==> src/rtl/fetch_unit.sv <==
// Instruction fetch stage: owns the PC, pairs memory data with its PC and
// hands instructions to decode through a one-entry hold buffer.
module fetch_unit #(
  parameter int              PC_W     = 32,
  parameter logic [PC_W-1:0] RESET_PC = '0
) (
  input  logic            clk,
  input  logic            rst_n,
  output logic [PC_W-1:0] pc,
  input  logic [31:0]     inst,
  input  logic            halt,
  input  logic            redirect,
  input  logic [PC_W-1:0] redirect_pc,
  input  logic            dec_ready,
  output logic            if_valid,
  output logic [31:0]     if_inst,
  output logic [PC_W-1:0] if_pc,
  output logic [31:0]     fetch_count
);

  typedef enum logic {RUN, HALT} state_e;

  state_e          state_q, state_d;
  logic [PC_W-1:0] pc_q, pc_d;
  logic [PC_W-1:0] req_pc_q, req_pc_d;
  logic            req_vld_q, req_vld_d;
  logic [PC_W-1:0] hold_pc_q, hold_pc_d;
  logic [31:0]     hold_inst_q, hold_inst_d;
  logic            hold_vld_q, hold_vld_d;
  logic [31:0]     cnt_q, cnt_d;
  logic            accept;
  logic            stall;

  always_comb begin
    if_valid = 1'b0;
    if_inst  = '0;
    if_pc    = '0;
    if (hold_vld_q) begin
      if_valid = 1'b1;
      if_inst  = hold_inst_q;
      if_pc    = hold_pc_q;
    end else if (req_vld_q) begin
      if_valid = 1'b1;
      if_inst  = inst;
      if_pc    = req_pc_q;
    end
  end

  assign accept      = if_valid && dec_ready;
  assign stall       = if_valid && !dec_ready;
  assign pc          = pc_q;
  assign fetch_count = cnt_q;

  always_comb begin
    state_d     = state_q;
    pc_d        = pc_q;
    req_pc_d    = req_pc_q;
    req_vld_d   = req_vld_q;
    hold_pc_d   = hold_pc_q;
    hold_inst_d = hold_inst_q;
    hold_vld_d  = hold_vld_q;
    cnt_d       = cnt_q;

    if (accept)
      cnt_d = cnt_q + 32'd1;

    case (state_q)
      RUN:     state_d = halt ? HALT : RUN;
      HALT:    state_d = halt ? HALT : RUN;
      default: state_d = RUN;
    endcase

    // A redirect flushes even an instruction accepted on this edge.
    if (redirect) begin
      pc_d       = redirect_pc;
      req_vld_d  = 1'b0;
      hold_vld_d = 1'b0;
    end else if (stall && !hold_vld_q) begin
      hold_pc_d   = req_pc_q;
      hold_inst_d = inst;
      hold_vld_d  = 1'b1;
      req_vld_d   = 1'b0;
    end else if (stall) begin
      hold_vld_d = 1'b1;
    end else if (state_d == RUN) begin
      pc_d       = pc_q + 1'b1;
      req_pc_d   = pc_q;
      req_vld_d  = 1'b1;
      hold_vld_d = 1'b0;
    end else begin
      req_vld_d  = 1'b0;
      hold_vld_d = 1'b0;
    end
  end

  always_ff @(posedge clk or negedge rst_n) begin
    if (!rst_n) begin
      state_q     <= RUN;
      pc_q        <= RESET_PC;
      req_pc_q    <= '0;
      req_vld_q   <= 1'b0;
      hold_pc_q   <= '0;
      hold_inst_q <= '0;
      hold_vld_q  <= 1'b0;
      cnt_q       <= '0;
    end else begin
      state_q     <= state_d;
      pc_q        <= pc_d;
      req_pc_q    <= req_pc_d;
      req_vld_q   <= req_vld_d;
      hold_pc_q   <= hold_pc_d;
      hold_inst_q <= hold_inst_d;
      hold_vld_q  <= hold_vld_d;
      cnt_q       <= cnt_d;
    end
  end

endmodule

==> config.mk <==
export PLATFORM = sky130hd
export DESIGN_NAME = fetch_unit
export DESIGN_NICKNAME = d
export VERILOG_FILES = /design/src/rtl/fetch_unit.sv
export SDC_FILE = /design/constraint.sdc
export NUM_CORES = 1
export LEC_CHECK = 0
export ABC_AREA = 1
export CAP_MARGIN = 40
export CORE_MARGIN = 2
export CORE_UTILIZATION = 30
export DETAILED_ROUTE_END_ITERATION = 10
export PLACE_DENSITY_LB_ADDON = 0.08
export SYNTH_ARGS = -nofsm -noshare
export SYNTH_HDL_FRONTEND = slang
export SYNTH_SLANG_ARGS = --single-unit
==> constraint.sdc <==
create_clock -name clk -period 1.3 [get_ports clk]
set_input_delay 0.26 -clock clk [delete_from_list [all_inputs] [get_ports clk]]
set_output_delay 0.26 -clock clk [all_outputs]
set_load 0.01 [all_outputs]
## Word-level counts from Yosys, hierarchy flattened

Cells that the tools add are included.

| operators by class | value |
|---|---|
| muxes and demuxes | 18 |
| bitwise logic cells | 4 |
| add/sub/neg operators | 2 |
| equal/unequal tests | 4 |
| reduce and logical (&&, ||, !) cells | 8 |

Operator list:

| operator | number |
|---|---|
| $mux W32 | 8 |
| $add A32 B1 Y32 const B | 2 |
| $mux W1 | 10 |
| $ne A2 B2 Y1 const B | 3 |
| $not A1 Y1 | 4 |
| $reduce_and A4 Y1 | 1 |
| $logic_and A1 B1 Y1 | 3 |
| $ne A3 B2 Y1 const B | 1 |
| $reduce_and A3 Y1 | 1 |
| $logic_not A1 Y1 | 2 |
| $reduce_and A2 Y1 | 1 |

| storage, ports and cells | value |
|---|---|
| output and inout port bits | 129 |
| word-level logic and storage cells | 43 |
| bits in registers | 162 |

## Logic depth before layout (Yosys ltp)

Gate-level depths: netlist (run 1).

| logic depth | value |
|---|---|
| depth in word-level cells | 6 |
| mapped depth | 11 |

## Least setup slack after synthesis (run 1)

OpenSTA, ideal clock, no wires.

| timing | value |
|---|---|
| path kind | register to register |
| start point | register pc_q[0], in the netlist pc[0] |
| end point | register pc_q[22], in the netlist pc[22] |
| arrival time | 1.357 ns |
| period minus slack after synthesis | 1.489 ns |
| required time | 1.168 ns |
| stages on the path, launching flop included | 9 |
| slack | -0.189 ns |
| path through | dfrtp_1 > ha_1 > nand2_1 > nor2_2 > nand2_1 > nor2_2 > nand2_1 > o21ai_1 > o211ai_1 |

| on the way | value |
|---|---|
| cells in the longest elaborated chain, start to end | 5 |

RTL lines:

| what | line | text |
|---|---|---|
| start, declared | 24 | `logic [PC_W-1:0] pc_q, pc_d;` |
| start signal, assigned | 108 | `pc_q <= pc_d;` |
| $add A32 B1 Y32 | 86 | `pc_d = pc_q + 1'b1;` |
| $mux W32 | 85 | `end else if (state_d == RUN) begin` |
| $mux W32 | 83 | `end else if (stall) begin` |
| $mux W32 | 78 | `end else if (stall && !hold_vld_q) begin` |
| $mux W32 | 74 | `if (redirect) begin` |

No other way between the ends. The select of a mux whose other input is x is not followed.
A chain may end at the register's enable or synchronous reset.

## Final worst setup path (run 1)

| timing | value |
|---|---|
| start point | register hold_vld_q |
| end point | output if_pc[24] |

| on the way | value |
|---|---|
| cells in the longest elaborated chain, start to end | 1 |

RTL lines:

| what | line | text |
|---|---|---|
| start, declared | 29 | `logic hold_vld_q, hold_vld_d;` |
| start signal, assigned | 113 | `hold_vld_q <= hold_vld_d;` |
| $mux W32 | 38 | `if (hold_vld_q) begin` |
| end, declared | 17 | `output logic [PC_W-1:0] if_pc,` |

No other way between the ends.

==> impl_metrics.csv, run 1 <==
group,metric,value,unit
detailed_routing,ant_nets,0,
worst_setup_path,start_kind,"flip-flop",
floorplanning,ioPinCount,198,
synthesis,synth.top_cell.area_share,47.4,%
floorplanning,die_x,173,um
synthesis,synth_seq_cells,162,
power_and_ir_drop,finalPower,17.2,mW
synthesis,yosysSeqAreaShare,47.4,%
synthesis,synthTopCellsByArea,"dfrtp_1 (47%), nand2_1 (18%), o21ai_0 (9.3%)",
worst_setup_path,ff2ff_path_depth,11,
synthesis,post-synth-top-area-cell,"dfrtp_1",
floorplanning,dieArea,29900,sq um
sta,relSlewSlack,79.6,%
clock_tree,tritoncts,"built",
power_and_ir_drop,leakagePower,7.68,nW
sta,rsz0062_at_grt,"true",
sta,setup_tns,-69.37,ns
synthesis,synth_warnings,0,
placement,place_area,13100,sq um
layout,instances_no_fill,2075,
worst_setup_path,slowest_stage,"dfrtp_2",
global_routing,grt_max_degree,57,
synthesis,syn_nets,1237,
power_and_ir_drop,switching_share,32.1,%
worst_setup_path,path_buf_inv,4,
sta,max_clock_freq,0.539,GHz
synthesis,dominantRegCellSynth,"dfrtp_1",
floorplanning,die_h,173,um
global_routing,gr-total-overflow,0,
worst_setup_path,max_stage_delay,0.43,ns
placement,io_buffers,197,
sta,fin_crit_sh,143,%
layout,drive_gt1_share,42.8,%
worst_setup_path,crit_path_frequent_cell,"buf_6",
floorplanning,core_area,27900,sq um
synthesis,ys_types,36,
clock_tree,htree_levels,4,
layout,final_core_utilization,54.9,%
clock_tree,clockRootBuffer,"clkbuf_16",
global_routing,grt_pass1_vias,9131,
sta,period_needed,1.86,ns
sta,worstMarginPinSlew,0.305,ns
global_routing,grt_pass1_wl,47.5,mm
sta,setup_viol,261,
power_and_ir_drop,power_per_cell_area,1120,nW/um^2
detailed_routing,first_pass_iters,5,
global_routing,grt_use_total,19.8,%
detailed_routing,drt_wl_total,30.1,mm
floorplanning,start_util,30.6,%
synthesis,avgSynthCellArea,7.33,sq um
detailed_routing,drc,0,
run_status,status,"finished, violations left",
power_and_ir_drop,power_frac_seq,37.7,%
worst_setup_path,r2r_slack,-0.47,ns
sta,final.setup_skew,0.0165,ns
detailed_routing,drtIter0Drc,452,
placement,hpwl,20.7,mm
sta,worst_slack,-0.555,ns
run_status,violations,"negative setup slack",
power_and_ir_drop,p_int,11.7,mW
detailed_routing,wl_per_cell,14.5,um
power_and_ir_drop,p_sw,5.51,mW
worst_setup_path,cp.arrival,1.60,ns
clock_tree,numClockSinks,162,
worst_setup_path,endpoint_kind,"primary output",
worst_setup_path,path_delay_family,"buffers and inverters",
layout,num_antenna_cells,0,
run,drv_cap,0,
worst_setup_path,worst-path-stages,6,
layout,nets,1755,
worst_setup_path,path_class,"flip-flop to primary output",
layout,finalInstanceArea,15300,sq um
synthesis,synth_edf_count,0,
floorplanning,num_rows,61,
synthesis,yosys-top-cells-count,"nand2_1 (402), dfrtp_1 (162), o21ai_0 (159)",
placement,gp_congestion,0.858,
sta,hold_viol_final,0,
worst_hold_path,hold_path.class,"input pin to async pin",
power_and_ir_drop,vdd_ir_drop_max,0.878,mV
synthesis,synth.most_common_cell,"nand2_1",
worst_setup_path,cp.required,1.04,ns
placement,dp.cells,1931,
detailed_routing,routed_via_density,4.46,
sta,finalMaxSlewViolations,0,
layout,areaGrowthSynthToFinish,79.6,%
detailed_routing,via_count,9250,
placement,place_ws,-0.619,ns
worst_setup_path,crit_fanout,8,
clock_tree,clock_path_buffers,2,
clock_tree,numCtsBuffers,17,
power_and_ir_drop,pwr-share-clk,29.7,%
worst_setup_path,cp_cell_sequence,"nor2_4, inv_8, buf_4, buf_6, o21ai_4, buf_6",
synthesis,async_reset_ff_share,100,%
global_routing,antenna_found_initial,0,
sta,whs,0.262,ns
clock_tree,clk_pin_slew,0.08,ns
clock_tree,clkLatencyLatePin,0.43,ns
power_and_ir_drop,combPwrFrac,32.5,%
synthesis,syn_inst,1166,
synthesis,syn_area,8550,sq um
[path summary, 6_finish.rpt]
kind                                startpoint               to
worst max-delay path                hold_vld_q        if_pc[24]
worst min-delay path                     rst_n  fetch_count[26]
worst max register to register      hold_vld_q           pc[22]
worst min register to register   hold_pc_q[24]    hold_pc_q[24]
max in group asynchronous                rst_n           pc[12]
min in group clk                redirect_pc[8]            pc[8]
[cell families after synthesis]
logic type / share of synthesized area (%)
adder cells (fa/ha/maj): 0.293
AND/OR/NAND/NOR: 30.5
buffers and inverters: 7.72
AO/OA/AOI/OAI: 11.5
flip-flops: 47.4
XOR/XNOR: 2.56
[routing by layer]
layer	vias to the layer above	part of all wire, %	GRT usage, %
met4	0	1.7	4.59
met3	23	4.0	3.58
met5	-	0	0
met1	4316	46	26.1
li1	4705	-	-
met2	206	49	33.8
[power groups by stage]
stage / Sequential [mW] / Combinational (mW) / Clock, mW
4_1_cts: 6.47 / 5.20 / 5.25
2_1_floorplan: 6.71 / 1.83 / 0
5_1_grt: 6.59 / 6.14 / 5.48
6_report: 6.48 / 5.59 / 5.11
3_5_place_dp: 6.68 / 4.49 / 0
3_3_place_gp: 6.67 / 4.44 / 0
[flip-flops by register name, indices dropped and copies added (netlist names)]
signal / flops
pc: 32
hold_vld_q: 1
req_pc_q: 32
fetch_count: 32
hold_pc_q: 32
req_vld_q: 1
hold_inst_q: 32
[cell usage in the layout, fill, tap and decap left out, types with 19 or more instances in the layout]
master / n
o21ai_0: 86
nor2_1: 77
inv_1: 112
nand2_4: 23
nand3_1: 44
clkdlybuf4s50_1: 67
dfrtp_2: 20
o21ai_2: 35
buf_6: 116
nand2_1: 360
nor2_2: 19
dfrtp_1: 142
buf_2: 73
buf_4: 260
clkbuf_16: 21
nand2_2: 29
o21ai_4: 22
nor2_4: 43
o21ai_1: 21
[cell type report]
| class | count | area, sq um |
|---|---|---|
| clock buffer | 18 | 429 |
| clock inverter | 14 | 161 |
| fill | 2673 | 12600 |
| inverter | 121 | 472 |
| multi-input combinational | 837 | 4830 |
| sequential | 162 | 4080 |
| tap | 378 | 473 |
| timing repair buffer | 545 | 4910 |
[timing repair]
| item | 4_1_cts | 5_1_grt |
|---|---|---|
| setup endpoints to repair | 284 | 260 |
| pin swaps | 4 | 51 |
| cloned | 4 | 4 |
| gates resized for setup | 672 | 171 |
| endpoints found under the hold margin | 105 | 0 |
| hold buffers | 1 | 0 |
| buffers inserted | 87 | 29 |
(Power assumes the default switching activity.)
==> run 2: changes to the inputs <==
Settings changed: CORE_UTILIZATION 30 to 26, PLACE_DENSITY_LB_ADDON 0.08 to unset, SLEW_MARGIN set to 20.
==> run 2 against run 1 <==
Against the previous run:
- the run still ends with negative setup slack left
- first-iteration DRC count increased by 17%
- flip-flop and latch count unchanged
- final area increased by 7.8%
- power increased by 5.8%
- final cell count increased by 3.3%
- register-to-register slack got worse by 0.13 ns
- sequential power increased by 1%
- worst setup slack got worse by 0.070 ns
- via count increased by 5.3%
- highest routed layer unchanged
==> impl_metrics.csv, run 2 (synthesis gave the netlist of run 1 again) <==
group,metric,value,unit
floorplanning,die_x,185,um
detailed_routing,drc,0,
power_and_ir_drop,leakagePower,7.83,nW
floorplanning,start_util,26.3,%
global_routing,grt_use_total,19.8,%
worst_setup_path,start_kind,"flip-flop",
run_status,status,"finished, violations left",
sta,max_clock_freq,0.519,GHz
sta,fin_crit_sh,148,%
worst_setup_path,slowest_stage,"dfrtp_2",
detailed_routing,via_count,9737,
placement,hpwl,20.9,mm
global_routing,gr-total-overflow,0,
worst_setup_path,crit_path_start,"hold_vld_q",
floorplanning,dieArea,34300,sq um
placement,place_area,13100,sq um
detailed_routing,wl_per_cell,15.8,um
layout,fill_cells,2958,
sta,final.setup_skew,0.0110,ns
worst_setup_path,endpoint_kind,"primary output",
worst_setup_path,r2r_start,"hold_vld_q",
clock_tree,clkLatencyLatePin,0.44,ns
layout,drive_gt1_share,47.8,%
power_and_ir_drop,pwr-share-clk,30.4,%
worst_setup_path,path_buf_inv,3,
clock_tree,numCtsBuffers,17,
sta,finalMaxSlewViolations,0,
sta,relSlewSlack,71.9,%
worst_setup_path,cp_cell_sequence,"nor2_4, inv_4, buf_12, o21ai_0, clkdlybuf4s15_2",
worst_setup_path,cp.arrival,1.67,ns
layout,final_common_cell,"nand2_1",
worst_setup_path,r2r_slack,-0.60,ns
global_routing,grt_max_degree,57,
run_status,violations,"negative setup slack",
clock_tree,htree_levels,4,
floorplanning,core_area,32500,sq um
layout,finalInstanceArea,16600,sq um
worst_setup_path,path_class,"flip-flop to primary output",
global_routing,grt_pass1_vias,9791,
clock_tree,tritoncts,"built",
floorplanning,die_h,185,um
detailed_routing,drtIter0Drc,531,
power_and_ir_drop,power_per_cell_area,1100,nW/um^2
detailed_routing,first_pass_iters,5,
power_and_ir_drop,p_sw,5.81,mW
power_and_ir_drop,vdd_ir_drop_max,0.955,mV
placement,io_buffers,197,
sta,rsz0062_at_grt,"true",
layout,nets,1759,
clock_tree,numClockSinks,162,
sta,worstMarginPinSlew,0.419,ns
detailed_routing,drt_wl_total,34.0,mm
floorplanning,num_rows,66,
sta,worst_slack,-0.625,ns
worst_hold_path,hold_path.class,"input pin to async pin",
clock_tree,clk_pin_slew,0.07,ns
power_and_ir_drop,power_frac_seq,36.1,%
floorplanning,ioPinCount,198,
global_routing,antenna_found_initial,0,
sta,hold_viol_final,0,
worst_setup_path,path_delay_family,"buffers and inverters",
clock_tree,clockRootBuffer,"clkbuf_16",
detailed_routing,routed_via_density,4.54,
placement,place_ws,-0.615,ns
layout,num_antenna_cells,0,
power_and_ir_drop,switching_share,32.0,%
run,drv_cap,0,
worst_setup_path,crit_fanout,33,
layout,mostFrequentLayoutCells,"nand2_1 (320), buf_4 (233), dfrtp_1 (139)",
sta,setup_tns,-93.01,ns
power_and_ir_drop,combPwrFrac,33.4,%
power_and_ir_drop,p_int,12.4,mW
sta,period_needed,1.93,ns
sta,setup_viol,257,
global_routing,grt_pass1_wl,52.2,mm
worst_setup_path,cp.required,1.04,ns
detailed_routing,ant_nets,0,
layout,areaGrowthSynthToFinish,93.7,%
clock_tree,clock_path_buffers,2,
placement,gp_congestion,0.861,
worst_setup_path,max_stage_delay,0.44,ns
-- run 2: cell count changes in the layout (fill, tap and decap cells not counted), moves of 31 or more --
cell	delta
o21ai_0	-58
buf_2	-39
o21ai_1	+32
nand2_2	+31
clkdlybuf4s15_2	+55
nand2_1	-40
-- run 2: repair_timing --
item | 4_1_cts | 5_1_grt
setup buffers | 105 | 46
hold buffers | 1 | 0
hold endpoints to repair | 162 | 0
cloned | 25 | 2
resized for setup | 809 | 170
pin swaps | 58 | 40
setup endpoints to repair | 290 | 264
-- run 2: final cells by class --
type                       instances  area (sq um)  area share [%]
inverter                         121           479            2.90
multi-input combinational        838          5220            31.5
clock inverter                    12           183            1.10
sequential                       162          4080            24.7
clock buffer                      20           437            2.64
tap                              442           553            3.34
timing repair buffer             548          5600            33.8
-- run 2: path summary, 6_finish.rpt --
check | endpoint | cells after the start
setup / recovery | if_inst[1] | 5
hold / removal | fetch_count[30] | 2
setup reg to reg | pc[3] | 14
hold reg to reg | hold_inst_q[19] | 2
max in group asynchronous | pc[2] | 3
min in group clk | hold_inst_q[0] | 3
-- run 2: metrics by stage --
stage	cells	total power [mW]	utilization, %	hold WS [ns]
after floorplan	1166	8.54	-	-0.0356
after global placement	1971	11.1	40.3	0.0964
after detailed placement	1971	11.3	40.3	0.0991
after CTS	2127	17.9	49.4	0.199
after global routing	2143	19.1	51.0	0.214
final	2143	18.2	51.0	0.211
-- run 2: routing by layer --
metal  global-route usage, %  wire length [um]  vias to the layer above  part of all wire [%]
li1                        -                 -                     4730                     -
met1                    25.6             14900                     4669                    44
met2                    33.6             16600                      295                    49
met3                    3.24              1720                       43                   5.1
met4                    6.44               792                        0                   2.3
met5                       0                 0                        -                     0
-- run 2: worst register-to-register path, cell delays in order (launching register included) --
cell,delay (ns)
dfrtp_2,0.41
buf_12,0.19
buf_16,0.14
inv_8,0.04
nand2_8,0.07
nand2_8,0.06
nand2_8,0.09
buf_12,0.11
clkinv_8,0.04
buf_4,0.13
buf_8,0.12
buf_8,0.13
buf_4,0.13
nand3_2,0.04
a31oi_1,0.07
-- run 2: power groups by stage --
stage / Combinational, mW / Sequential, mW / Clock [mW]
5_1_grt: 6.60 / 6.68 / 5.80
4_1_cts: 5.76 / 6.55 / 5.63
3_5_place_dp: 4.52 / 6.73 / 0
2_1_floorplan: 1.83 / 6.71 / 0
3_3_place_gp: 4.42 / 6.70 / 0
6_report: 6.08 / 6.57 / 5.53
